===== config.mk =====
export PLATFORM = sky130hd
export DESIGN_NAME = disp_scan_ctrl
export DESIGN_NICKNAME = d
export VERILOG_FILES = /design/src/rtl/disp_scan_ctrl.sv
export SDC_FILE = /design/constraint.sdc
export NUM_CORES = 1
export LEC_CHECK = 0
export ABC_CLOCK_PERIOD_IN_PS = 4100
export BUFFER_PORTS_ARGS = -buffer_cell sky130_fd_sc_hd__buf_2
export CORE_AREA = 4 4 90 92
export CTS_CLUSTER_DIAMETER = 100
export DETAILED_ROUTE_END_ITERATION = 16
export DIE_AREA = 0 0 94 96
export PLACE_DENSITY_LB_ADDON = 0.25
export RECOVER_POWER = 25
export SYNTH_ARGS = -nofsm -noshare
export SYNTH_HDL_FRONTEND = slang
export SYNTH_SLANG_ARGS = --single-unit
export TNS_END_PERCENT = 1

===== constraint.sdc =====
create_clock -name clk -period 4.1 [get_ports clk]
set_input_delay 0.205 -clock clk [delete_from_list [all_inputs] [get_ports clk]]
set_output_delay 0.205 -clock clk [all_outputs]
set_load 0.01 [all_outputs]

===== src/rtl/disp_scan_ctrl.sv =====
// Display controller: accepts an 8-bit value, converts it to BCD one bit per clock,
// and scans three multiplexed 7-segment digits with blanking and leading-zero suppression.
module disp_scan_ctrl #(
    parameter int SCAN_DIV    = 32768,
    parameter int BLANK_CYC   = 64,
    parameter int LZ_SUPPRESS = 1
) (
    input  logic       clk,
    input  logic       reset,
    input  logic [7:0] value_in,
    input  logic       value_valid,
    output logic       value_ready,
    output logic       busy,
    output logic [6:0] segments,
    output logic [3:0] cathode
);

    localparam int            PW        = (SCAN_DIV > 2) ? $clog2(SCAN_DIV) : 1;
    localparam logic [PW-1:0] SCAN_LAST = PW'(SCAN_DIV - 1);
    localparam logic [PW-1:0] BLANK_P   = PW'(BLANK_CYC);
    localparam bit            LZ_EN     = (LZ_SUPPRESS != 0);

    typedef enum logic [1:0] {
        S_IDLE,
        S_SHIFT,
        S_COMMIT
    } state_t;

    typedef enum logic [1:0] {
        SLOT_ONES,
        SLOT_TENS,
        SLOT_HUNDREDS
    } slot_t;

    state_t        state, state_next;
    logic          alive;
    logic [19:0]   shreg;
    logic [2:0]    bit_cnt;
    logic [11:0]   disp;
    logic          accept;

    logic [PW-1:0] prescaler;
    slot_t         slot, slot_next;
    logic          wrap;
    logic          load;
    logic          in_blank;
    logic [3:0]    digit_next;
    logic          sup_next;
    logic [6:0]    seg_next;
    logic [6:0]    seg_q;
    logic          suppress_q;

    // One double-dabble iteration: correct every nibble >= 5, then shift left.
    function automatic logic [19:0] dabble_step(input logic [19:0] r);
        logic [19:0] a;
        a = r;
        for (int i = 0; i < 3; i++) begin
            if (a[8+4*i +: 4] >= 4'd5)
                a[8+4*i +: 4] = a[8+4*i +: 4] + 4'd3;
        end
        return {a[18:0], 1'b0};
    endfunction

    function automatic logic [6:0] decode(input logic [3:0] d);
        logic [6:0] s;
        case (d)
            4'd0:    s = 7'h7E;
            4'd1:    s = 7'h30;
            4'd2:    s = 7'h6D;
            4'd3:    s = 7'h79;
            4'd4:    s = 7'h33;
            4'd5:    s = 7'h5B;
            4'd6:    s = 7'h5F;
            4'd7:    s = 7'h70;
            4'd8:    s = 7'h7F;
            4'd9:    s = 7'h7B;
            default: s = 7'h00;
        endcase
        return s;
    endfunction

    // alive holds ready low until the first edge after reset release.
    assign value_ready = alive && (state == S_IDLE);
    assign busy        = (state != S_IDLE);
    assign accept      = value_valid && value_ready;

    // NOTE: sequential state uses non-blocking (<=) so every flop samples pre-edge values.
    always_ff @(posedge clk or negedge reset) begin
        if (!reset) state <= S_IDLE;
        else        state <= state_next;
    end

    // NOTE: default assigned first so no path through this block can infer a latch.
    always_comb begin
        state_next = state;
        case (state)
            S_IDLE:   if (accept) state_next = S_SHIFT;
            S_SHIFT:  if (bit_cnt == 3'd7) state_next = S_COMMIT;
            S_COMMIT: state_next = S_IDLE;
            default:  state_next = S_IDLE;
        endcase
    end

    always_ff @(posedge clk or negedge reset) begin
        if (!reset) begin
            alive   <= 1'b0;
            shreg   <= '0;
            bit_cnt <= '0;
            disp    <= '0;
        end else begin
            alive <= 1'b1;
            case (state)
                S_IDLE: begin
                    if (accept) begin
                        shreg   <= {12'b0, value_in};
                        bit_cnt <= '0;
                    end
                end
                S_SHIFT: begin
                    shreg   <= dabble_step(shreg);
                    bit_cnt <= bit_cnt + 3'd1;
                end
                S_COMMIT: disp <= shreg[19:8];
                default: ;
            endcase
        end
    end

    assign wrap = (prescaler == SCAN_LAST);
    // The first edge after reset also loads the slot so the ones digit shows at once.
    assign load = wrap || !alive;

    always_comb begin
        slot_next = slot;
        if (wrap) begin
            case (slot)
                SLOT_ONES:     slot_next = SLOT_TENS;
                SLOT_TENS:     slot_next = SLOT_HUNDREDS;
                default:       slot_next = SLOT_ONES;
            endcase
        end
    end

    always_comb begin
        digit_next = disp[3:0];
        sup_next   = 1'b0;
        case (slot_next)
            SLOT_TENS: begin
                digit_next = disp[7:4];
                sup_next   = LZ_EN && (disp[11:8] == 4'd0) && (disp[7:4] == 4'd0);
            end
            SLOT_HUNDREDS: begin
                digit_next = disp[11:8];
                sup_next   = LZ_EN && (disp[11:8] == 4'd0);
            end
            default: ;
        endcase
        seg_next = sup_next ? 7'h00 : decode(digit_next);
    end

    always_ff @(posedge clk or negedge reset) begin
        if (!reset) begin
            prescaler  <= '0;
            slot       <= SLOT_ONES;
            seg_q      <= '0;
            suppress_q <= 1'b0;
        end else begin
            prescaler <= wrap ? '0 : prescaler + PW'(1);
            slot      <= slot_next;
            if (load) begin
                seg_q      <= seg_next;
                suppress_q <= sup_next;
            end
        end
    end

    generate
        if (BLANK_CYC == 0) begin : g_no_blank
            assign in_blank = 1'b0;
        end else begin : g_blank
            assign in_blank = (prescaler < BLANK_P);
        end
    endgenerate

    assign segments = seg_q;

    always_comb begin
        cathode = 4'b1111;
        if (alive && !in_blank && !suppress_q) begin
            case (slot)
                SLOT_ONES:     cathode = 4'b1110;
                SLOT_TENS:     cathode = 4'b1101;
                SLOT_HUNDREDS: cathode = 4'b1011;
                default:       cathode = 4'b1111;
            endcase
        end
    end

endmodule


### After elaboration in Yosys (flattened, before gate mapping)

Memories as Yosys holds them, arrays and structs flattened.
Index checks and enable logic that the tools add are counted.

| operators by class | value |
|---|---|
| $add $sub $neg | 5 |
| $lt $le $gt $ge | 4 |
| equal/unequal tests | 10 |
| muxes and demuxes | 18 |
| reductions and logical operators | 17 |

Operators by type and width:

| operator | count |
|---|---|
| one-hot mux 20 bit (2 select lines) | 1 |
| two-way mux 20 bit | 1 |
| adder 15 x 1 -> 15 bit (second input constant) | 1 |
| equality test 15 bit (second input constant) | 1 |
| < comparator 15 x 7 -> 1 bit (second input constant) | 1 |
| two-way mux 15 bit | 1 |
| >= comparator 4 x 3 -> 1 bit (second input constant) | 3 |
| two-way mux 4 bit | 3 |
| one-hot mux 3 bit (3 select lines) | 1 |
| adder 4 x 2 -> 4 bit (second input constant) | 2 |
| logical NOT 4 bit | 2 |
| one-hot mux 2 bit (2 select lines) | 2 |
| one-hot mux 4 bit (2 select lines) | 1 |
| two-way mux 7 bit | 1 |
| equality test 2 x 1 -> 1 bit (second input constant) | 3 |
| equality test 2 bit (second input constant) | 3 |
| two-way mux 2 bit | 3 |
| two-way mux 3 bit | 2 |
| one-hot mux 3 bit (2 select lines) | 1 |
| logical AND 1 bit | 5 |
| logical NOT 2 bit | 2 |
| inequality test 2 bit (second input constant) | 2 |
| AND reduction 2 bit | 2 |
| nonzero test 2 bit | 2 |
| 6 further kinds | 8 |

| storage, ports and cells | value |
|---|---|
| register bits | 63 |
| bits in read-only memories | 112 |
| output and inout port bits | 13 |
| logic and storage cells | 64 |
| memories kept | 1 |

Memory list:

| name | words | width | rd ports | clocked after memory_dff | write ports | RTL line | RTL |
|---|---|---|---|---|---|---|---|
| (name not given) | 16 | 7 | 1 | 0 | 0 | 66 | `case (d)` |

### Logic depth before layout (Yosys ltp)

An unclocked memory read counts as a cell.

| depth | value |
|---|---|
| depth after elaboration | 7 |
| gate-level depth with buffers | 16 |
| mapped depth without buffers | 13 |

### Worst setup path before layout

OpenSTA, ideal clock, no wires.

| timing | value |
|---|---|
| kind | register to register |
| start point | register prescaler[0] |
| end point | register seg_q[0] (netlist: segments[0]) |
| setup time | 0.096 ns |
| arrival time | 3.279 ns |
| data required time | 4.004 ns |
| path slack | 0.725 ns |
| stages on the path, launching flop included | 16 |
| buffers on the path | 2 |
| period minus slack after synthesis | 3.375 ns |
| cell sequence | dfrtp_1 > ha_1 > and3_1 > and2_4 > buf_6 > and3_4 > buf_8 > mux2_4 > ha_1 > a221o_1 > o21ai_0 > inv_1 > ha_1 > o32ai_1 > a21oi_1 > o31ai_1 |

| between the ends | value |
|---|---|
| word-level cells in the longest chain between the ends | 6 |
| elaborated cells between the ends (all ways) | 9 |
| those cells by class | eq/ne (3); mux (4); reduce/logical (1); memory (1) |

RTL lines:

| element | RTL line | RTL |
|---|---|---|
| start, declared | 42 | `logic [PW-1:0] prescaler;` |
| start signal, assigned | 168 | `prescaler <= wrap ? '0 : prescaler + PW'(1);` |
| equality test 15 bit (*) | 129 | `assign wrap = (prescaler == SCAN_LAST);` |
| two-way mux 2 bit (*) | 135 | `if (wrap) begin` |
| via slot_next[0] | 43 | `slot_t slot, slot_next;` |
| equality test 2 bit or equality test 2 x 1 -> 1 bit (tied branches) | 147 | `case (slot_next)` |
| one-hot mux 4 bit (2 select lines) | 147 |  |
| memory read (16 x 7 bit) | - |  |
| two-way mux 7 bit (*) | 158 | `seg_next = sup_next ? 7'h00 : decode(digit_next);` |
| end signal, assigned | 171 | `seg_q <= seg_next;` |
| end, declared | 50 | `logic [6:0] seg_q;` |

The timed path passes the listed nets; every way through them passes the cells marked *.
A chain may end at the register's enable or synchronous reset.

### Worst setup path after layout

Same ends and word-level chain as after synthesis.

==> results by group <==
Status
  – Outcome: finished, violations left
  – Failing checks: capacitance limit, slew limit

Global routing
  – Total Routing Usage GR: 0.1433
  – Largest net degree at the start of global routing: 64
  – First-pass GRT wire length: 10,170 um
  – Residual overflow from global routing: 0
  – Grt met2 use: 0.2176
  – Met1 usage in global routing: 0.1910
  – Initial antenna violation count: 0
  – Busiest layer in global routing: met2
  – GR Layer Usage met3: 0.04066
  – Vias in the first global route: 2,173

Yosys
  – Yosys top cell by area: dfrtp_1
  – Post-synthesis instance area: 0.003239 sq mm
  – Synthesized area per cell: 10.62 sq um
  – Post-synth ARST share: 1.000
  – Synth top area cells: dfrtp_1, ha_1, nand2_1
  – Distinct cells, synth: 49
  – Register area share after synthesis: 0.4867
  – Post-synth EDFFs: 0
  – Yosys reg bits: 63
  – Cells after Synth: 305
  – Synth warn: 0
  – Post-synth top flop: dfrtp_1
  – Synth top area share: 0.4867

Power and ir drop
  – Worst VDD drop: 330.7 uV
  – Sw Share: 0.3604
  – Seq pwr share: 0.419
  – Power Total: 2.293 mW
  – P_leak: 1.625 nW
  – PwrDens: 636.2 mW/mm^2
  – Comb power frac: 0.351
  – Switching power: 0.8266 mW
  – Pint: 1.467 mW
  – Clock share of power: 0.230

Clocking
  – CTS clock-pin slew for the worst setup and hold paths: 0.07 ns
  – Htree depth: 3
  – CTS tree: built
  – Clock root cell: clkbuf_8
  – Clk buf depth: 2
  – Clk sinks: 63
  – # Post-CTS Setup Buffers: 0
  – Clk_lat worst skew: 0.33 ns
  – CTS-repair resized insts: 0
  – Number of hold buffers added after CTS: 0
  – CTS Buf Count: 9

Detailed routing
  – Wire per inst: 13.46 um
  – Drc violations: 0
  – DR pass1 iterations: 4
  – Vias: 2,251
  – DRT antenna net count: 0
  – DR vias/cell: 5.223
  – Iter 0 DRT Violations: 79
  – Total wire length: 5803 um

Critical path
  – Worst Path Max Fanout: 11
  – Arrival time worst endpoint: 3.88 ns
  – WP data required: 4.34 ns
  – Crit path capture type: register
  – Setup crit start kind: register
  – Setup CP Type: reg -> reg

Floorplanning
  – Row count: 31
  – Starting density of the core: 0.4490
  – Die area: 0.009024 sq mm
  – Core box area: 0.007214 sq mm
  – IO Pins: 24
  – Die Width: 94 um
  – Die height: 96 um

STA
  – Fin. Hold Viols: 0
  – Unrepaired setup endpoints after global routing: no
  – Tmin final: 3.638 ns
  – Setup Skew: 0.008186 ns
  – Setup TNS: 0 ns
  – Final max-slew violation count: 64
  – Relative slew slack: -1.167
  – Hold_ws: 0.1130 ns
  – Fin crit share: 0.8873
  – Worst slew pin tran: 3.251 ns
  – F_max: 0.2749 GHz
  – Final setup fails: 0

Cells and area
  – Final Core Density: 0.4997
  – Share of layout cells above drive strength 1: 0.1807
  – Area delta synth->final: 11.28%
  – Final cell count without fillers: 431
  – # diodes: 0
  – Post-layout net count: 354

Place
  – Placed wire-length estimate: 4019 um
  – IO Port Bufs: 22
  – Placed Instances: 415
  – Placer Congestion: 0.8435

Flow run
  – Max cap viols: 1

Min path
  – Min-delay worst type: in -> reg
-- worst max-delay path, cell delays in order (launching register included) --
cell     delay, ns
dfrtp_1       0.40
ha_1          0.22
and3_1        0.24
and2_4        0.18
nand3_1       0.11
mux2_2        0.36
ha_1          0.48
inv_1         0.12
o21ai_0       0.43
inv_1         0.14
ha_1          0.23
o32ai_1       0.36
a21oi_1       0.08
o31ai_1       0.20
-- cells by family after synthesis --
group / share of synthesized area
buffers and inverters: 0.03669
AOI/OAI and AO/OA: 0.1452
xor gates and xnor gates: 0.04867
DFF: 0.4867
muxes: 0.07648
other: 0.001158
and+or+nand+nor: 0.1433
adders and majority gates: 0.06180
-- flip-flops by register name (all words and copies together), names as in the netlist --
| name | count |
|---|---|
| state | 2 |
| prescaler | 15 |
| suppress_q | 1 |
| shreg | 20 |
| disp | 12 |
| alive | 1 |
| bit_cnt | 3 |
| segments | 7 |
| slot | 2 |
-- cells in the mapped netlist, types with 3 or more instances --
library cell and count:
a21oi_1 9, a32o_1 3, and3_1 4, clkbuf_1 6
dfrtp_1 63, ha_1 16, inv_1 10, mux2_2 10
mux2i_1 12, nand2_1 41, nand2b_1 6, nand3_1 8
nor2_1 14, nor2b_1 5, nor4_1 3, o21ai_0 21
o22ai_1 5, o31ai_1 11, o32ai_1 3, xnor2_1 7
xor2_1 11
-- routing by layer --
| layer | wire length, um | vias to the layer above |
|---|---|---|
| met5 | 0 | - |
| met4 | 109 | 0 |
| met3 | 188 | 10 |
| met2 | 2686 | 31 |
| met1 | 2818 | 1081 |
| li1 | - | 1129 |
-- power groups by stage --
stage	logic (mW)	registers, mW	clock network [mW]
2_1_floorplan	0.619	0.948	0
3_3_place_gp	0.794	0.967	0
3_5_place_dp	0.812	0.974	0
4_1_cts	0.819	0.962	0.547
5_1_grt	0.929	0.993	0.575
6_report	0.805	0.960	0.528
-- path summary, 6_finish.rpt --
check,start,endpoint,slack [ns],depth (start not counted)
setup / recovery,prescaler[0]$_DFF_PN0_,segments[0]$_DFFE_PN0P_,0.46,13
hold / removal,value_in[0],shreg[0]$_DFFE_PN0P_,0.11,3
setup reg to reg,prescaler[0]$_DFF_PN0_,segments[0]$_DFFE_PN0P_,0.46,13
hold reg to reg,segments[1]$_DFFE_PN0P_,segments[1]$_DFFE_PN0P_,0.47,2
max in group asynchronous,reset,disp[4]$_DFFE_PN0N_,1.21,2
min in group asynchronous,reset,prescaler[9]$_DFF_PN0_,1.06,2
-- area by class of cell --
type                       count  area, sq um
timing repair buffer          24        121.4
clock inverter                 6        60.06
clock buffer                  10        137.6
sequential                    63         1577
inverter                      10        37.54
multi-input combinational    219         1548
fill                         692         3610
tap                           99        123.9
-- layout by cell type, fill, tap and decap left out, drive strengths merged, types with 2 or more instances in the layout --
cell,count
clkinv,3
conb,2
nand2,41
xor2,11
nand2b,6
or2,2
o22ai,5
and3,5
o221ai,2
nor4,3
a221o,2
mux2,11
and2,2
a21oi,9
clkbuf,11
o2bb2ai,2
a221oi,2
o32ai,3
nor2,14
xnor2,7
ha,16
o21ai,21
nor2b,5
o31ai,11
nand3,8
and4,3
nand4,2
mux2i,12
a32o,3
dfrtp,63
buf,23
inv,10
clkinvlp,2
-- per-stage QoR --
| stage | cell area, sq um | setup WS (ns) |
|---|---|---|
| 3_3_place_gp | 3411 | 0.6484 |
| 5_1_grt | 3605 | 0.1913 |
| 4_1_cts | 3608 | 0.5146 |
| 6_report | 3605 | 0.4621 |
| 3_5_place_dp | 3411 | 0.5437 |
| 2_1_floorplan | 3243 | 0.7255 |
(Power assumes the default switching activity.)
